`config.mk`:
```
export PLATFORM = sky130hd
export DESIGN_NAME = joypad_ports
export DESIGN_NICKNAME = d
export VERILOG_FILES = /design/src/rtl/joypad_ports.sv
export SDC_FILE = /design/constraint.sdc
export NUM_CORES = 1
export LEC_CHECK = 0
export BUFFER_PORTS_ARGS = -buffer_cell sky130_fd_sc_hd__buf_2
export CORE_UTILIZATION = 46
export CTS_BUF_LIST = sky130_fd_sc_hd__clkbuf_4
export CTS_CLUSTER_SIZE = 16
export DETAILED_ROUTE_END_ITERATION = 8
export PLACE_DENSITY = 0.74
export SYNTH_ARGS = -nofsm -noshare
export SYNTH_HDL_FRONTEND = slang
export SYNTH_SLANG_ARGS = --single-unit
```
`constraint.sdc`:
```
create_clock -name clock -period 1.2 [get_ports clock]
set_input_delay 0.18 -clock clock [delete_from_list [all_inputs] [get_ports clock]]
set_output_delay 0.18 -clock clock [all_outputs]
set_load 0.02 [all_outputs]
```
`src/rtl/joypad_ports.sv`:
```
// joypad_ports -- $4016/$4017 controller ports for the 2A03 core.
//
// Emulates two standard NES pads (4021 parallel-in/serial-out). A write to
// $4016 bit 0 sets the latch strobe; while it is high both shift registers
// reload from the synchronized buttons every clock. With the strobe low, each
// completed read of a port shifts that port's register right, filling with 1.
//
// Ports:
//   clock       CPU clock, rising edge
//   nreset      async active-low reset
//   addr4016w   CPU write of $4016 this clock
//   strobe_data CPU write-data bit 0
//   naddr4016r  active-low read of $4016 (pad 1)
//   naddr4017r  active-low read of $4017 (pad 2)
//   buttons1/2  raw async buttons, active-high (A,B,Sel,Start,U,D,L,R = bit0..7)
//   open_bus    last value on the CPU data bus
//   data_out    read data to the CPU data-in mux
//   strobe      current latch-strobe state

// Per-port lane: button synchronizer, read-end detector and 8-bit shifter.
module joypad_port_lane #(
  parameter int SYNC_STAGES = 2
) (
  input  logic       clock,
  input  logic       nreset,
  input  logic       strobe,
  input  logic [7:0] buttons,
  input  logic       nread,
  output logic       data_bit
);

  logic [SYNC_STAGES-1:0][7:0] sync_q;
  logic [7:0]                  sync;
  logic [7:0]                  sr;
  logic                        prev_nread;
  logic                        read_end;

  // Plain flop chain; the pads are slow mechanical inputs, no debounce needed.
  always_ff @(posedge clock or negedge nreset) begin
    if (!nreset) sync_q <= '0;
    else         sync_q <= {sync_q[SYNC_STAGES-2:0], buttons};
  end

  assign sync = sync_q[SYNC_STAGES-1];

  // History resets to 1 (idle) so a read that straddles reset still ends
  // with a shift when its strobe rises.
  always_ff @(posedge clock or negedge nreset) begin
    if (!nreset) prev_nread <= 1'b1;
    else         prev_nread <= nread;
  end

  // Shift on the rising edge of the read strobe, i.e. after the CPU sampled.
  assign read_end = ~prev_nread & nread;

  // strobe here is the pre-update value, so a write coinciding with a read
  // end acts on the old strobe state.
  always_ff @(posedge clock or negedge nreset) begin
    if (!nreset)       sr <= 8'h00;
    else if (strobe)   sr <= sync;
    else if (read_end) sr <= {1'b1, sr[7:1]};
  end

  assign data_bit = sr[0];

endmodule

module joypad_ports #(
  parameter int SYNC_STAGES = 2
) (
  input  logic       clock,
  input  logic       nreset,
  input  logic       addr4016w,
  input  logic       strobe_data,
  input  logic       naddr4016r,
  input  logic       naddr4017r,
  input  logic [7:0] buttons1,
  input  logic [7:0] buttons2,
  input  logic [7:0] open_bus,
  output logic [7:0] data_out,
  output logic       strobe
);

  localparam int NUM_PORTS = 2;

  logic [NUM_PORTS-1:0][7:0] btn;
  logic [NUM_PORTS-1:0]      nread;
  logic [NUM_PORTS-1:0]      port_bit;
  logic                      unused_open_bus;

  assign btn   = {buttons2, buttons1};
  assign nread = {naddr4017r, naddr4016r};

  // Low open-bus bits are replaced by the port response.
  assign unused_open_bus = ^open_bus[4:0];

  always_ff @(posedge clock or negedge nreset) begin
    if (!nreset)        strobe <= 1'b0;
    else if (addr4016w) strobe <= strobe_data;
  end

  for (genvar p = 0; p < NUM_PORTS; p++) begin : g_port
    joypad_port_lane #(
      .SYNC_STAGES (SYNC_STAGES)
    ) u_lane (
      .clock    (clock),
      .nreset   (nreset),
      .strobe   (strobe),
      .buttons  (btn[p]),
      .nread    (nread[p]),
      .data_bit (port_bit[p])
    );
  end

  // Port 1 wins if both strobes are (illegally) low; both lanes still shift.
  always_comb begin
    data_out = 8'h00;
    if (!naddr4016r)      data_out = {open_bus[7:5], 4'b0000, port_bit[0]};
    else if (!naddr4017r) data_out = {open_bus[7:5], 4'b0000, port_bit[1]};
  end

endmodule

```
# ---- Yosys cells after proc, flatten, opt, wreduce, memory -nomap -nowiden
# Index checks and enable logic that the tools add are counted.
dict set report totals {
  ff_bits 51
  in_bits 30
  out_inout_bits 9
  elab_cells 21
}
dict set report classes {
  muxes 6
  n_bitwise 4
  n_reduce_logical 2
}
# operator count
set op_table {}
lappend op_table {{two-way mux 8 bit} 6}
lappend op_table {{nonzero test 2 bit} 2}
lappend op_table {{AND 1 bit} 2}
lappend op_table {{NOT 1 bit} 2}

# ---- Logic depth before layout (Yosys ltp)
# Gate-level depths: netlist of the first run.
dict set report logic_depth {
  depth_word 4
  mapped_depth 5
  depth_no_buf 2
}

# ---- Modules after synthesis
# A second synthesis of the first run with hierarchy kept.
dict set report unflattened {
  hier_cells 120
  area_unflattened_um2 1819.2
}
# module instances cells_per_inst area_per_inst_um2 seq_area_each_um2
set modules_own_cells {}
lappend modules_own_cells {joypad_port_lane 2 53 853.3 626.9}
lappend modules_own_cells {joypad_ports 1 14 112.6 25.0}

# ---- Worst setup path after synthesis of the first run
# No wires, ideal clock.
dict set report synth_path {
  kind {reg-to-reg}
  startpoint {reg strobe}
  endpoint {reg g_port[0].u_lane.sr[5]}
  setup_ps 126
  arrival_ps 1155
  required_time_ps 1074
  slack_ps -81
  path_stages_with_launch 5
  path_buffers 3
  synth_period_minus_slack_ps 1281
  path_cell_list {dfrtp_1 -> buf_6 -> buf_6 -> buf_6 -> a221o_1}
}
dict set report synth_between {
  elab_chain_len 1
  elab_cells_between_ends 2
  cone_classes {1 x mux; 1 x reduce/logical}
}
# item line_no
set synth_rtl {}
lappend synth_rtl {{start, declared} 81} ;# output logic strobe
lappend synth_rtl {{start signal, assigned} 99} ;# else if (addr4016w) strobe <= strobe_data;
lappend synth_rtl {{two-way mux 8 bit or nonzero test 2 bit (tied branches)} --}
lappend synth_rtl {{end signal, assigned} 60} ;# else if (strobe) sr <= sync;
lappend synth_rtl {{end signal, assigned} 61} ;# else if (read_end) sr <= {1'b1, sr[7:1]};
lappend synth_rtl {{end, declared} 34} ;# logic [7:0] sr;
# Several ways; a longest one is shown, not always the timed one.
# A chain may end at the register's enable or synchronous reset.

# ---- Worst setup path in the final report of the first run
dict set report layout_path {
  startpoint {reg strobe}
  endpoint {reg g_port[0].u_lane.sr[6]}
}
# The elaborated chain is that of the path after synthesis.

==> results_dict.tcl, run 1 <==
set metrics [dict create \
    worstReg2RegEnd "g_port[0].u_lane.sr[6]" \
    hold_ws_ns 0.0673 \
    start_kind "flop" \
    dp_hpwl_um 1780 \
    core-area_um2 3800 \
    holdCritPathClass "input pin to flop" \
    grt_pass1_vias 1187 \
    synth_seq_cells 51 \
    numCtsBuffers 5 \
    die_w_um 65.9 \
    worst-setup-path-type "flop to flop" \
    hold_path_depth 2 \
    seq_area_frac_synth_pct 68.0 \
    wl_per_cell_um 13.3 \
    drt_iter0_markers 25 \
    drcViolationCount 0 \
    synth_cells 122 \
    io_pins 39 \
    vias_per_cell 4.97 \
    fin_area_um2 2370 \
    finalCritPeriodShare_pct 105 \
    first_pass_iters 4 \
    diodes 0 \
    grt.overflow.total 0 \
    area_growth_pct 26.2 \
    min_to "strobe" \
    setup_slack_ns -0.0593 \
    power_density_nw_per_um2 1300 \
    path_clk_slew_ns 0.13 \
    antenna_found_initial 0 \
    start_util_pct 49.5 \
    reg2reg_slack_ns -0.06 \
    cap_viol_max_count 0 \
    grt_pass1_wl_um 5280 \
    routed_wl_um 3010 \
    min_period_ns 1.26 \
    cts-root-buf "clkbuf_4" \
    syn_area_per_cell_um2 15.4 \
    synth_cell_types 21 \
    clockBufferDepth 2 \
    grt_use_total_pct 16.7 \
    fmax_mhz 794 \
    insertion_delay_ns 0.34 \
    rr_startpoint "strobe" \
    synth_top_area_cell "dfrtp_1" \
    layout_commonest_cell "dfrtp_1" \
    gp_congestion 0.679 \
    grt_start_max_net_pins 52 \
    row_count 22 \
    cts_tree "done" \
    rsz0062_at_grt "yes" \
    final-max-slew-violation-count 0 \
    yosys.area.top_type_share_pct 65.2 \
    numClockSinks 51 \
    num_vias 1124 \
    die_h_um 65.9 \
    num-nets-final 207 \
    p_total_mw 3.09 \
    status "complete, but fails checks" \
    hold_viol_final 0 \
    required_ns 1.44 \
    p_leak_nw 1.13 \
    drive_gt1_share_pct 28.7 \
    final_cell_mix "48 x dfrtp_1, 28 x buf_2, 19 x dlygate4sd3_1, 14 x a221o_1, 12 x and4bb_1" \
    place_area_um2 2050 \
    io_buffer_count 29 \
    ant_nets 0 \
    reg2reg_depth 3 \
    synth_area_um2 1880 \
    worstPathMaxFanout 21 \
    htreeDepth 2 \
    yosys-top-cells-area "dfrtp_1 65%, and4bb_1 8.0%, a221o_1 7.5%" \
    dieArea_um2 4340 \
    peakVddDrop_mv 0.779 \
    synth_warnings 0 \
    critPathArrivalTime_ns 1.50 \
    violations "setup timing" \
    finClkSkew_ns 0.00909 \
    end_kind "flop" \
    finalSetupViolCount 13 \
    min-delay-start "strobe_data" \
]
## worst max-delay path by stage
stage / from / to / slack (ns) / cells past startpoint
3_3_place_gp: strobe / g_port[0].u_lane.sr[4] / -0.17 / 2
3_5_place_dp: strobe / g_port[0].u_lane.sr[6] / -0.22 / 2
2_1_floorplan: strobe / g_port[0].u_lane.sr[5] / -0.05 / 4
5_1_grt: strobe / strobe / -0.10 / 1
6_report: strobe / g_port[0].u_lane.sr[6] / -0.06 / 3
4_1_cts: strobe / strobe / -0.07 / 1
## timing repair
item | in CTS | in global routing
pin swaps | 1 | 1
setup endpoints to repair | 18 | 17
hold buffers | 19 | 0
setup buffers | 4 | 0
gates resized for setup | 10 | 2
hold endpoints to repair | 67 | 0
## stage by stage
stage | setup slack (ns) | util [%] | std cells | TNS, ns
after detailed placement | -0.222 | 54.1 | 195 | -2.76
after global routing | -0.103 | 62.4 | 226 | -1.21
after CTS | -0.0719 | 62.3 | 226 | -0.677
final | -0.0593 | 62.4 | 226 | -0.533
after global placement | -0.166 | 54.1 | 195 | -2.15
after floorplan | -0.0539 | - | 125 | -0.382
## worst max-delay path, stage by stage (launching register included)
cell	delay, ns
dfrtp_4	0.55
buf_12	0.18
buf_6	0.12
a221o_1	0.31
## metal layers
| layer | routed length (um) | GRT usage (%) |
|---|---|---|
| met5 | 0 | 0 |
| met4 | 40 | 8.15 |
| met3 | 119 | 3.79 |
| met2 | 1500 | 27.0 |
| met1 | 1350 | 21.1 |
## registers in the layout, summed over array words and instances (netlist names)
| register | flops |
|---|---|
| strobe | 1 |
| g_port.u_lane.sync | 16 |
| g_port.u_lane.sync_q | 16 |
| g_port.u_lane.prev_nread | 2 |
| g_port.u_lane.sr | 16 |
## synthesized netlist by cell type, drive strengths merged
cell    instances
dfrtp          49
a221o          14
and4bb         12
and2b          11
buf            10
nor2b           5
and2            3
a21oi           2
clkbuf          2
dfstp           2
nand2b          2
nor2            2
nor4bb          2
conb            1
inv             1
mux2            1
nand2           1
nand3b          1
o21ai           1
## layout make-up
class	count	area [um2]
multi-input combinational	61	527
fill	298	1430
sequential	51	1280
tap	48	60.1
inverter	1	3.75
clock buffer	5	37.5
timing repair buffer	57	445
clock inverter	3	15.0
## kinds of logic (layout without fill, tap and decap cells)
logic type	Yosys count	after routing	share of synthesized area, %
flops	51	51	68.0
simple gates	39	39	17.8
compound gates	17	17	8.26
buf+inv	13	66	5.13
other cells	1	4	0.200
mux	1	1	0.599
## where the power goes
part	switching, mW	leakage [nW]	internal, mW
combinational	0.200	0.502	0.278
clock	0.465	0.0263	0.216
sequential	0.0688	0.597	1.87
total	0.734	1.13	2.36
No activity file was read; power rests on OpenSTA's default activity.
==> inputs of run 2 (changes only) <==
--- a/config.mk
+++ b/config.mk
@@ -6,6 +6,7 @@
 export NUM_CORES = 1
 export LEC_CHECK = 0
 export BUFFER_PORTS_ARGS = -buffer_cell sky130_fd_sc_hd__buf_2
+export CORE_MARGIN = 4
 export CORE_UTILIZATION = 46
 export CTS_BUF_LIST = sky130_fd_sc_hd__clkbuf_4
 export CTS_CLUSTER_SIZE = 16
==> run 2 against run 1 <==
Against the previous run: the run still ends with setup timing left; final area up 3.4%; hold slack worse by 0.0091 ns; fmax down 0.80%; sequential power about the same; critical path type is now flop to output port; via count up 1.4%; sequential cell count unchanged; count of clock-buffer cells in the layout up 1; power up 3.1%; clock skew up 0.00091 ns; first-iteration DRC count rose to 2.6 times the previous value; global-route usage down 3.1 points; critical endpoint is now strobe; setup slack worse by 0.010 ns.
==> results_dict.tcl, run 2 (synthesis results as in run 1) <==
set metrics [dict create \
    grt_pass1_wl_um 5350 \
    die_w_um 71.9 \
    path_cells "buf_12 -> buf_8" \
    worst-path-buf-inv 2 \
    finClkSkew_ns 0.0100 \
    violations "setup timing" \
    cts_tree "done" \
    worstReg2RegEnd "g_port[1].u_lane.sr[6]" \
    finish.utilization_pct 64.5 \
    drcViolationCount 0 \
    fmax_mhz 788 \
    hold_ws_ns 0.0582 \
    clockBufferDepth 2 \
    hold_path_depth 2 \
    path_clk_slew_ns 0.13 \
    finalSetupViolCount 10 \
    hold_viol_final 0 \
    holdCritPathClass "input pin to flop" \
    required_ns 1.02 \
    diodes 0 \
    status "complete, but fails checks" \
    reg2reg_slack_ns -0.06 \
    fin_area_um2 2450 \
    p_total_mw 3.19 \
    rr_startpoint "strobe" \
    numCtsBuffers 5 \
    place_ws_ns 0.0118 \
    routed_wl_um 3330 \
    io_pins 39 \
    power_density_nw_per_um2 1300 \
    insertion_delay_ns 0.35 \
    cpLargestDelayFamily "flip-flops" \
    cp_slowest_cell "dfrtp_2" \
    peakVddDrop_mv 0.787 \
    wl_per_cell_um 14.7 \
    cap_viol_max_count 0 \
    layout_commonest_cell "dfrtp_1" \
    final-max-slew-violation-count 0 \
    htreeDepth 2 \
    vias_per_cell 5.04 \
    dieArea_um2 5170 \
    core-area_um2 3800 \
    grt_start_max_net_pins 52 \
    numClockSinks 51 \
    grt_use_total_pct 13.6 \
    drt_iter0_markers 65 \
    min-delay-start "strobe_data" \
    setup_tns_ns -0.482 \
    start_util_pct 49.5 \
    ant_nets 0 \
    num-nets-final 207 \
    first_pass_iters 4 \
    area_growth_pct 30.4 \
    start_kind "flop" \
    rsz0062_at_grt "yes" \
    reg2reg_depth 4 \
    final_cell_mix "48 x dfrtp_1, 27 x buf_2, 19 x dlygate4sd3_1, 14 x a221o_1, 12 x and4bb_1" \
    finalCritPeriodShare_pct 106 \
    antenna_found_initial 0 \
    dp_hpwl_um 1860 \
    min_period_ns 1.27 \
    io_buffer_count 29 \
    drive_gt1_share_pct 30.9 \
    cts-root-buf "clkbuf_4" \
    setup_slack_ns -0.0695 \
    num_vias 1140 \
    grt_pass1_vias 1157 \
    grt.overflow.total 0 \
    fin_cells 226 \
    die_h_um 71.9 \
    place_inst 193 \
    worst-setup-path-type "flop to output port" \
    p_leak_nw 1.17 \
    gp_congestion 0.797 \
    crit_path_max_incr_delay_ns 0.45 \
    worstPathMaxFanout 25 \
    row_count 22 \
    critPathArrivalTime_ns 1.09 \
    end_kind "output port" \
    min_to "strobe" \
    place_area_um2 2060 \
]
[run 2: power by group]
group          switching (mW)  internal, mW
Combinational           0.218         0.325
Clock                   0.473         0.241
Sequential             0.0685          1.86
[run 2: worst max path at each step]
stage / cells after the start / slack (ns) / endpoint / startpoint
2_1_floorplan: 4 / -0.05 / g_port[0].u_lane.sr[5] / strobe
3_3_place_gp: 2 / 0.02 / g_port[1].u_lane.sr[4] / g_port[1].u_lane.prev_nread
3_5_place_dp: 3 / 0.01 / g_port[0].u_lane.sr[4] / strobe
4_1_cts: 4 / -0.08 / g_port[1].u_lane.sr[3] / strobe
5_1_grt: 3 / -0.13 / data_out[0] / g_port[1].u_lane.sr[0]
6_report: 2 / -0.07 / strobe / strobe
[run 2: layout make-up]
class                      instances  area [um2]
clock buffer                       6        45.0
clock inverter                     2        7.51
fill                             272        1350
inverter                           1        3.75
multi-input combinational         61         556
sequential                        51        1280
tap                               48        60.1
timing repair buffer              57         499
[run 2: timing repair]
action	CTS	global route
gates resized for setup	5	10
hold endpoints to repair	67	0
setup endpoints to repair	8	17
setup buffers	1	2
cloned	0	3
pin swaps	3	13
hold buffers	19	0
[run 2: metal layers]
| metal | part of all wire [%] | track usage, % |
|---|---|---|
| met2 | 50 | 21.7 |
| met1 | 43 | 17.0 |
| met3 | 5.1 | 4.29 |
| met4 | 1.7 | 6.26 |
| met5 | 0 | 0 |
